**config.mk**
```make
export PLATFORM = sky130hd
export DESIGN_NAME = uart_tx
export DESIGN_NICKNAME = d
export VERILOG_FILES = /design/src/rtl/uart_tx.sv
export SDC_FILE = /design/constraint.sdc
export NUM_CORES = 1
export LEC_CHECK = 0
export ABC_AREA = 1
export CORE_UTILIZATION = 61
export CTS_CLUSTER_SIZE = 14
export DETAILED_ROUTE_END_ITERATION = 10
export GPL_TIMING_DRIVEN = 0
export PLACE_DENSITY = 0.85
export SLEW_MARGIN = 20
export SYNTH_ARGS = -nofsm -noshare
export SYNTH_HDL_FRONTEND = slang
export SYNTH_SLANG_ARGS = --single-unit
```
**constraint.sdc**
```tcl
create_clock -name clk -period 3.2 [get_ports clk]
set_input_delay 0.64 -clock clk [delete_from_list [all_inputs] [get_ports clk]]
set_output_delay 0.64 -clock clk [all_outputs]
set_load 0.05 [all_outputs]
```
**src/rtl/uart_tx.sv**
```systemverilog
// 8N1 UART transmitter: one byte per accepted request, bit period set by a runtime divider.
// Synchronous active-high reset on arst_n; all outputs come straight from flops.
module uart_tx #(
  parameter int unsigned DIV_WIDTH = 32
) (
  input  logic                 clk,
  input  logic                 arst_n,
  input  logic                 tx_en,
  input  logic [7:0]           tx_data_in,
  input  logic [DIV_WIDTH-1:0] baud_div,
  output logic                 tx_serial,
  output logic                 tx_busy,
  output logic                 tx_done
);

  typedef enum logic [1:0] {IDLE, START, DATA, STOP} state_e;

  state_e                 state_q, state_d;
  logic [7:0]             shift_q, shift_d;
  logic [DIV_WIDTH-1:0]   period_q, period_d;
  logic [DIV_WIDTH-1:0]   cnt_q, cnt_d;
  logic [2:0]             idx_q, idx_d;
  logic                   serial_q, serial_d;
  logic                   busy_q, busy_d;
  logic                   done_q, done_d;
  logic [DIV_WIDTH-1:0]   p_eff;
  logic                   bit_end;

  assign bit_end = (cnt_q == '0);

  always_comb begin
    state_d  = state_q;
    shift_d  = shift_q;
    period_d = period_q;
    cnt_d    = cnt_q;
    idx_d    = idx_q;
    serial_d = serial_q;
    busy_d   = busy_q;
    done_d   = 1'b0;
    p_eff    = (baud_div == '0) ? DIV_WIDTH'(1) : baud_div;

    // cnt_q holds the cycles remaining in the current bit; reload with P-1 at each bit start
    case (state_q)
      IDLE: begin
        serial_d = 1'b1;
        busy_d   = 1'b0;
        if (tx_en) begin
          shift_d  = tx_data_in;
          period_d = p_eff;
          cnt_d    = p_eff - DIV_WIDTH'(1);
          idx_d    = '0;
          serial_d = 1'b0;
          busy_d   = 1'b1;
          state_d  = START;
        end
      end
      START: begin
        if (bit_end) begin
          cnt_d    = period_q - DIV_WIDTH'(1);
          serial_d = shift_q[0];
          state_d  = DATA;
        end else begin
          cnt_d = cnt_q - DIV_WIDTH'(1);
        end
      end
      DATA: begin
        if (bit_end) begin
          cnt_d = period_q - DIV_WIDTH'(1);
          if (idx_q == 3'd7) begin
            serial_d = 1'b1;
            state_d  = STOP;
          end else begin
            idx_d    = idx_q + 3'd1;
            shift_d  = shift_q >> 1;
            serial_d = shift_q[1];
          end
        end else begin
          cnt_d = cnt_q - DIV_WIDTH'(1);
        end
      end
      STOP: begin
        if (bit_end) begin
          serial_d = 1'b1;
          busy_d   = 1'b0;
          done_d   = 1'b1;
          state_d  = IDLE;
        end else begin
          cnt_d = cnt_q - DIV_WIDTH'(1);
        end
      end
      default: state_d = IDLE;
    endcase
  end

  always_ff @(posedge clk) begin
    if (arst_n) begin
      state_q  <= IDLE;
      shift_q  <= '0;
      period_q <= '0;
      cnt_q    <= '0;
      idx_q    <= '0;
      serial_q <= 1'b1;
      busy_q   <= 1'b0;
      done_q   <= 1'b0;
    end else begin
      state_q  <= state_d;
      shift_q  <= shift_d;
      period_q <= period_d;
      cnt_q    <= cnt_d;
      idx_q    <= idx_d;
      serial_q <= serial_d;
      busy_q   <= busy_d;
      done_q   <= done_d;
    end
  end

  assign tx_serial = serial_q;
  assign tx_busy   = busy_q;
  assign tx_done   = done_q;

endmodule

```
## Word level (Yosys, flattened, before mapping)

Cells that the tools add are included.

- Flip-flop bits (word level): 80
- Output and inout bits: 3
- Bits of input ports: 43
- Logic and storage cells: 66

- Bitwise operators: 1
- Reduce and logical (&&, ||, !) cells: 13
- Equality and inequality tests: 11
- Multiplexer cells: 29
- Add/sub/neg operators: 4

Operators by type and width:

| cell | number |
|---|---|
| $mux W32 | 4 |
| $pmux W32 S3 | 1 |
| $sub A32 B1 Y32 const B | 3 |
| $logic_not A32 Y1 | 2 |
| $mux W8 | 3 |
| $pmux W8 S2 | 1 |
| $ne A2 B2 Y1 const B | 7 |
| $mux W2 | 5 |
| $mux W3 | 3 |
| $mux W1 | 8 |
| $pmux W2 S4 | 1 |
| $pmux W3 S2 | 1 |
| $reduce_and A2 Y1 | 3 |
| $reduce_and A5 Y1 | 1 |
| $eq A2 B2 Y1 const B | 2 |
| $pmux W1 S4 | 1 |
| $reduce_and A4 Y1 | 1 |
| $reduce_bool A2 Y1 | 2 |
| $reduce_or A2 Y1 | 2 |
| $add A3 B1 Y3 const B | 1 |
| $eq A3 B3 Y1 const B | 1 |
| $reduce_and A3 Y1 | 1 |
| $eq A2 B1 Y1 const B | 1 |
| $logic_not A2 Y1 | 1 |
| 2 further kinds | 2 |

## Depth between registers and ports, before layout

- Word-level depth: 5
- Depth in mapped cells: 19
- Mapped depth without buffers: 19

## Least setup slack after synthesis

Ideal clock, no wire load.

- Kind: input-to-reg
- From: input baud_div[16]
- To: register cnt_q[20]
- Slack: 0.630 ns
- Required time: 3.091 ns
- Setup time: 0.109 ns
- Path buffers: 0
- Cell stages on the path: 18
- Data arrival time: 2.461 ns
- Cells stage by stage: nor2_1 nand2_1 nor2_1 nand2_1 nor2_1 nor2_2 ha_1 nand2_1 nor2_2 nand2_2 nor2_2 nand2_1 nor2_4 a21oi_1 o21ai_0 nand3_1 nand2_1 inv_1

- Word-level cells in the longest chain between the ends: 5

Ends and longest elaborated chain:

| element | RTL line | RTL |
|---|---|---|
| start: declaration | 10 | `input logic [DIV_WIDTH-1:0] baud_div,` |
| $logic_not A32 Y1 | 40 | `p_eff = (baud_div == '0) ? DIV_WIDTH'(1) : baud_div;` |
| $mux W32 * | 40 |  |
| $sub A32 B1 Y32 * | 50 | `cnt_d = p_eff - DIV_WIDTH'(1);` |
| $mux W32 * | 47 | `if (tx_en) begin` |
| $pmux W32 S3 * | 43 | `case (state_q)` |
| end signal: assignment | 109 | `cnt_q <= cnt_d;` |
| end: declaration | 21 | `logic [DIV_WIDTH-1:0] cnt_q, cnt_d;` |

Mark *: on every way between the ends. The rest lies on a longest branch, timed or not. The select of a mux whose other input is x is not followed.
A chain may end at the register's enable or synchronous reset.

## Final worst setup path

- From: input baud_div[27]
- To: register cnt_q[22]

- Word-level cells in the longest chain between the ends: 5

Ends and longest elaborated chain:

| element | RTL line |
|---|---|
| $logic_not A32 Y1 | 40 |
| $mux W32 | 40 |
| $sub A32 B1 Y32 | 50 |
| $mux W32 | 47 |
| $pmux W32 S3 | 43 |

Every way passes these cells. The select of a mux whose other input is x is not followed.

==> results.md <==
* Status: finished clean
* GRT Overall Usage at 42.88%
* Post-synthesis sequential area ratio at 23.42%
* Syn avg cell area at 5.819 µm²
* Design Area, Final at 7697 µm²
* VDD IR max at 0.9983 mV
* CTS max path bufs at 2
* Element type at the critical path start: input port
* Async SR Flop Fraction at 0%
* Clk root buf: clkbuf_8
* Final RePlAce weighted congestion at 0.9726
* Fin crit share at 93.95%
* Vias in the first global route at 7180
* Ys flop type: dfxtp_1
* Max-Cap Viols at 0
* Switching Fraction at 55.54%
* TritonCTS clock tree: done
* Worst Skew at 12.19 ps
* Die area at 11640 µm²
* Clk network pwr share at 11.6%
* Clock-pin slew of the registers on the worst-case setup and hold paths at 80 ps
* Diode count at 0
* I/O pins at 46
* Cell Area, Synth at 6838 µm²
* Overall Power at 6.786 mW
* Crit. End Element: register
* R2R Path End: cnt_q[20]$_SDFFE_PP0P_
* Ys Warns at 0
* First-pass GRT wire length at 37.03 mm
* Static leakage at 3.632 nW
* Switching pwr at 3.769 mW
* Sequential share of power at 24.3%
* Combinational share of power at 64.0%
* Register area at 1602 µm²
* CP endpoint: cnt_q[22]$_SDFFE_PP0P_
* Core Box Area at 10890 µm²
* Die width at 107.9 µm
* Clock period minus worst slack at 3006 ps
* R2R Path Start: state_q[0]$_SDFFE_PP0P_
* Placed cell areas at 7453 µm²
* Layout fillers at 1005
* Unique masters post-synth at 46
* Hold-fix buffer count after cts at 0
* Area leader, netlist: dfxtp_1
* Final WL at 23.90 mm
* Crit Path Max Fanout at 6
* Pwr per Cell Area at 881.6 nW/µm²
* Initial Utilization at 62.80%
* Worst slew pin tran at 999.8 ps
* CP Launch Point: baud_div[27]
* Final setup viols at 0
* Most common cell after layout, fill and taps aside: nand2_1
* Die height at 107.9 µm
* DRC errors left at 0
* Share of the synthesized area in the top cell type at 23.42%
* Multi-input gate area at 4601 µm²
* Worst EP required at 3490 ps
* Dpl cells at 1359
* Dominant cells by area after synthesis: dfxtp_1, nand2_1, nor2_1, nand3_1, inv_1
* Grt total ovfl at 0
* Port bufs at 44
* Largest net degree at the start of global routing at 14
* Crit Path Category: in -> reg
* Post-layout util at 70.70%
* Critical Path AT at 3300 ps
* Synthesized netlist cell count at 1175
* # rows at 38
* Syn Nets at 1228
* Initial detailed-routing violation count at 1083
* Fmax at 332.6 MHz
* Rel. slew slack at 32.84%
* EDFF count, synth at 0
* Unrepaired setup endpoints after global routing: yes
* Drt wl/cell at 17.38 µm
* Final Hold Viols at 0
* Worst skew pair latency at 390 ps
* Area Growth Syn to Fin at 12.57%
* Final Max Tran Viols at 0
* Worst reg-to-reg path cell count at 11
* Layout cell share with drive strength beyond 1 at 8.097%
* Initial antenna violation count at 0
* Post-route ant nets at 0
* Most frequent cells in the layout: nand2_1, nor2_1, inv_1
* Synth Register Bits at 80
* DR vias at 8048
* Reg2reg setup slack at 280 ps
* NumNets Final at 1284
* Vias per cell at 5.853
* CTS Buf Count at 9
* Post-Layout Cell Count at 1375
* H-tree lvl count at 3
* Internal cell power at 3.017 mW
* Path type of the worst min-delay path: reg -> reg
* Sink Count at 80
* Detailed placer's ending HPWL at 19.07 mm
* Pre-antenna DRT Iters at 5
-- synth_stat cells, types with 4 or more instances --
cell type / count
a21oi_1: 86
buf_1: 4
buf_2: 6
buf_6: 6
clkbuf_1: 23
dfxtp_1: 80
ha_1: 10
inv_1: 116
inv_2: 9
mux2i_1: 6
nand2_1: 314
nand2_2: 4
nand3_1: 102
nand3_2: 14
nand4_1: 12
nor2_1: 189
nor2_2: 13
nor2_4: 5
nor3_1: 8
o21ai_0: 80
o21ai_1: 5
o21bai_1: 5
or2_2: 4
xnor2_1: 4
xor2_1: 34
-- critical path, stage by stage --
cell	delay, ps
clkdlybuf4s50_1	550
nor2_1	100
nand2_1	100
nor2_1	70
nand2_1	90
nor2_1	70
nor2_4	120
ha_1	210
nand2_2	120
nor2_4	160
nand2_2	100
nor2_4	140
nand2_1	130
nor2_4	170
nand3_1	90
nand3_1	150
nand3_1	140
nand2_1	80
inv_1	40
-- registers in the layout, indices dropped and copies added (netlist names) --
name and cells:
shift_q 8, state_q 2, tx_serial 1, tx_done 1
cnt_q 32, idx_q 3, period_q 32, tx_busy 1
-- final cells by class --
cell class              instances  area share (%)
well taps                     140           2.276
multi-input cells             929           59.77
repair buffers                 45           5.819
flip-flops and latches         80           20.81
clock buffers                  10           1.788
inverters                     127           6.226
plain buffers                  39           2.585
clock inverters                 5          0.7315
-- kinds of logic (layout without fill, tap and decap cells) --
kind of cell | after synthesis | in the layout | share of synthesized area [%]
AOI/OAI and AO/OA | 191 | 191 | 14.86
xor gates and xnor gates | 38 | 38 | 4.867
adders and majority gates | 10 | 10 | 1.830
buffers and inverters | 166 | 226 | 9.918
DFF | 80 | 80 | 23.42
muxes | 6 | 6 | 0.8784
and+or+nand+nor | 684 | 684 | 44.23
-- worst min path at each step --
stage	startpoint	end	slack [ps]	depth (start not counted)
finish	idx_q[0]$_SDFFE_PP0P_	idx_q[0]$_SDFFE_PP0P_	470	1
global route	idx_q[0]$_SDFFE_PP0P_	idx_q[0]$_SDFFE_PP0P_	510	1
CTS	idx_q[0]$_SDFFE_PP0P_	idx_q[0]$_SDFFE_PP0P_	470	1
detailed placement	idx_q[0]$_SDFFE_PP0P_	idx_q[0]$_SDFFE_PP0P_	460	1
global placement	idx_q[0]$_SDFFE_PP0P_	idx_q[0]$_SDFFE_PP0P_	450	1
floorplan	idx_q[0]$_SDFFE_PP0P_	idx_q[0]$_SDFFE_PP0P_	430	1
-- layer usage --
layer	vias up	GRT usage, %	part of all wire, %
li1	3898	-	-
met1	3566	56.68	41
met2	501	63.42	42
met3	83	10.84	12
met4	0	23.19	5.3
met5	-	0	0
-- power groups by stage --
| stage | Clock [mW] | Sequential [mW] | Combinational [mW] |
|---|---|---|---|
| 2_1_floorplan | 0 | 1.59 | 3.00 |
| 3_3_place_gp | 0 | 1.65 | 4.12 |
| 3_5_place_dp | 0 | 1.65 | 4.16 |
| 4_1_cts | 0.783 | 1.64 | 4.19 |
| 5_1_grt | 0.821 | 1.69 | 4.74 |
| 6_report | 0.789 | 1.65 | 4.35 |
-- per-stage QoR --
stage | hold slack [ps] | setup TNS [ps] | setup WS (ps)
2_1_floorplan | 428.9 | 0 | 629.7
3_3_place_gp | 451.1 | -4565 | -679.4
3_5_place_dp | 460.0 | -4808 | -701.1
4_1_cts | 474.3 | 0 | 29.76
5_1_grt | 505.3 | -48.54 | -23.27
6_report | 467.2 | 0 | 193.6
-- repair_timing --
action,in CTS,in global routing
setup buffers,1,0
endpoints found under the setup margin,7,7
gates resized for setup,2,12
pin swaps,1,1
(Power assumes the default switching activity.)
==> edit (config.mk and constraints unchanged) <==
Change the parameter `DIV_WIDTH` from 32 to 16.
--- a/src/rtl/uart_tx.sv
+++ b/src/rtl/uart_tx.sv
@@ -2,5 +2,5 @@
 // Synchronous active-high reset on arst_n; all outputs come straight from flops.
 module uart_tx #(
-  parameter int unsigned DIV_WIDTH = 32
+  parameter int unsigned DIV_WIDTH = 16
 ) (
   input  logic                 clk,
Interface: changed (resized baud_div); port bits go from 46 to 30. The function was not compared with the original's and may differ.
==> edit against the original RTL <==
  * Global-route usage fell by 8.4 points
  * Synthesized area fell by 49%
  * Largest cell class unchanged
  * Sequential cell count fell by 32
  * Wire length fell by 58%
  * Worst setup slack improved by 0.095 ns
  * Power fell by 46%
  * Core utilization rose by 0.95 points
  * Design area fell by 49%
  * Critical path type unchanged
  * Count of clock-buffer cells in the layout fell by 5
==> edit: results (changes against the original RTL) <==
stage,metric,value,unit,change
clock_tree,clkLatencyLatePin,0.31,ns,was 0.39 ns
power_and_ir_drop,power.leakage,1.77,nW,was 3.63 nW
critical_path,r2r_slack,1.04,ns,was 0.28 ns
power_and_ir_drop,internal_power,0.00172,W,was 0.00302 W
logic_synthesis,synth_area_leaders,"dfxtp_1 28%, nand2_1 15%, a21oi_1 8.5%",,"was dfxtp_1 23%, nand2_1 17%, nor2_1 10%"
power_and_ir_drop,clockPowerShare,10.4,%,was 11.6%
layout,multi_input_area_share,56.3,%,was 59.8%
logic_synthesis,ys_ff_latch,48,,was 80
layout,seq-cell-share,24.4,%,was 20.8%
global_route,grt_max_degree,17,,was 14
detailed_routing,drt-pass1-iter-count,6,,was 5
global_route,grt_pass1_vias,3479,,"was 7,180"
layout,reg_top3,"cnt_q (16), period_q (16), shift_q (8)",,"was cnt_q (32), period_q (32), shift_q (8)"
clock_tree,htree_levels,2,,was 3
logic_synthesis,synth.net_count,599,,"was 1,228"
global_route,grt_pass1_wl,16300,µm,"was 37,000 µm"
logic_synthesis,yosysSeqAreaShare,27.6,%,was 23.4%
place,placed_area,3850,µm²,was 7450 µm²
power_and_ir_drop,vdd_drop_max,0.574,mV,was 0.998 mV
power_and_ir_drop,seqPwrFrac,26.0,%,was 24.3%
place,dp.cells,663,,"was 1,359"
logic_synthesis,syn_inst,563,,"was 1,175"
layout,inverters_excl_clock,59,,was 127
layout,final-clk-cell-share,2.28,%,was 2.52%
critical_path,arrival,3.11,ns,was 3.30 ns
floorplanning,core,5510,µm²,"was 10,900 µm²"
timing,hold-worst-slack,0.476,ns,was 0.467 ns
logic_synthesis,synth_common_cells,"138 x nand2_1, 76 x nor2_1, 59 x a21oi_1",,"was 314 x nand2_1, 189 x nor2_1, 116 x inv_1"
clock_tree,postCtsSetupBuffers,0,,was 1
logic_synthesis,yosysWarnings,0,,unchanged
detailed_routing,drt_iter0_drc,383,,"was 1,083"
timing,fin_skew,0.0106,ns,was 0.0122 ns
layout,fillers,510,,"was 1,005"
layout,final_cell_count_no_fill,671,,"was 1,375"
layout,buffer_area_share,9.17,%,was 8.40%
timing,final.period_utilization,91.0,%,was 94.0%
layout,buffers,46,,was 84
place,place_ws,-0.100,ns,was -0.701 ns
clock_tree,cts_buffers,5,,was 9
place,numPortBuffers,28,,was 44
layout,multi_input_cells,438,,was 929
logic_synthesis,ys_types,34,,was 46
outcome,status,"finished, final reports clean",,unchanged
detailed_routing,post_drt_wl_per_cell,15.0,µm,was 17.4 µm
place,place_hpwl,7910,µm,"was 19,100 µm"
detailed_routing,num_vias,3897,,"was 8,048"
place,place_congestion,0.973,,about the same
clock_tree,cts_max_path_buffers,2,,unchanged
timing,max-slew-margin-rel,50.0,%,was 32.8%
global_route,grt_use_total,34.5,%,was 42.9%
clock_tree,cts.reportedPaths.clkPinSlew,0.10,ns,was 0.08 ns
edit: kinds of logic after synthesis:
kind of cell	after synthesis	synth area share, %
buffers and inverters	77	8.70
and+or+nand+nor	280	34.3
AOI/OAI and AO/OA	119	18.4
adders and majority gates	9	3.24
muxes	7	2.01
xor gates and xnor gates	23	5.79
DFF	48	27.6
edit: routing by layer:
layer	part of all wire [%]	track usage, %	vias to the layer above
li1	-	-	1899
met1	41	44.2	1777
met2	47	58.1	198
met3	9.3	5.65	23
met4	2.5	12.3	0
met5	0	0	-
edit: worst paths after layout:
path,from,to,cells after the start
worst max-delay path,baud_div[2],cnt_q[14],13
worst min-delay path,idx_q[1],idx_q[1],2
worst max register to register,state_q[1],period_q[12],7
worst min register to register,idx_q[1],idx_q[1],2
edit: what timing repair did:
| item | CTS | global route |
|---|---|---|
| hold buffers | 0 | 0 |
| resized for setup | 0 | 1 |
| setup endpoints to repair | 0 | 1 |
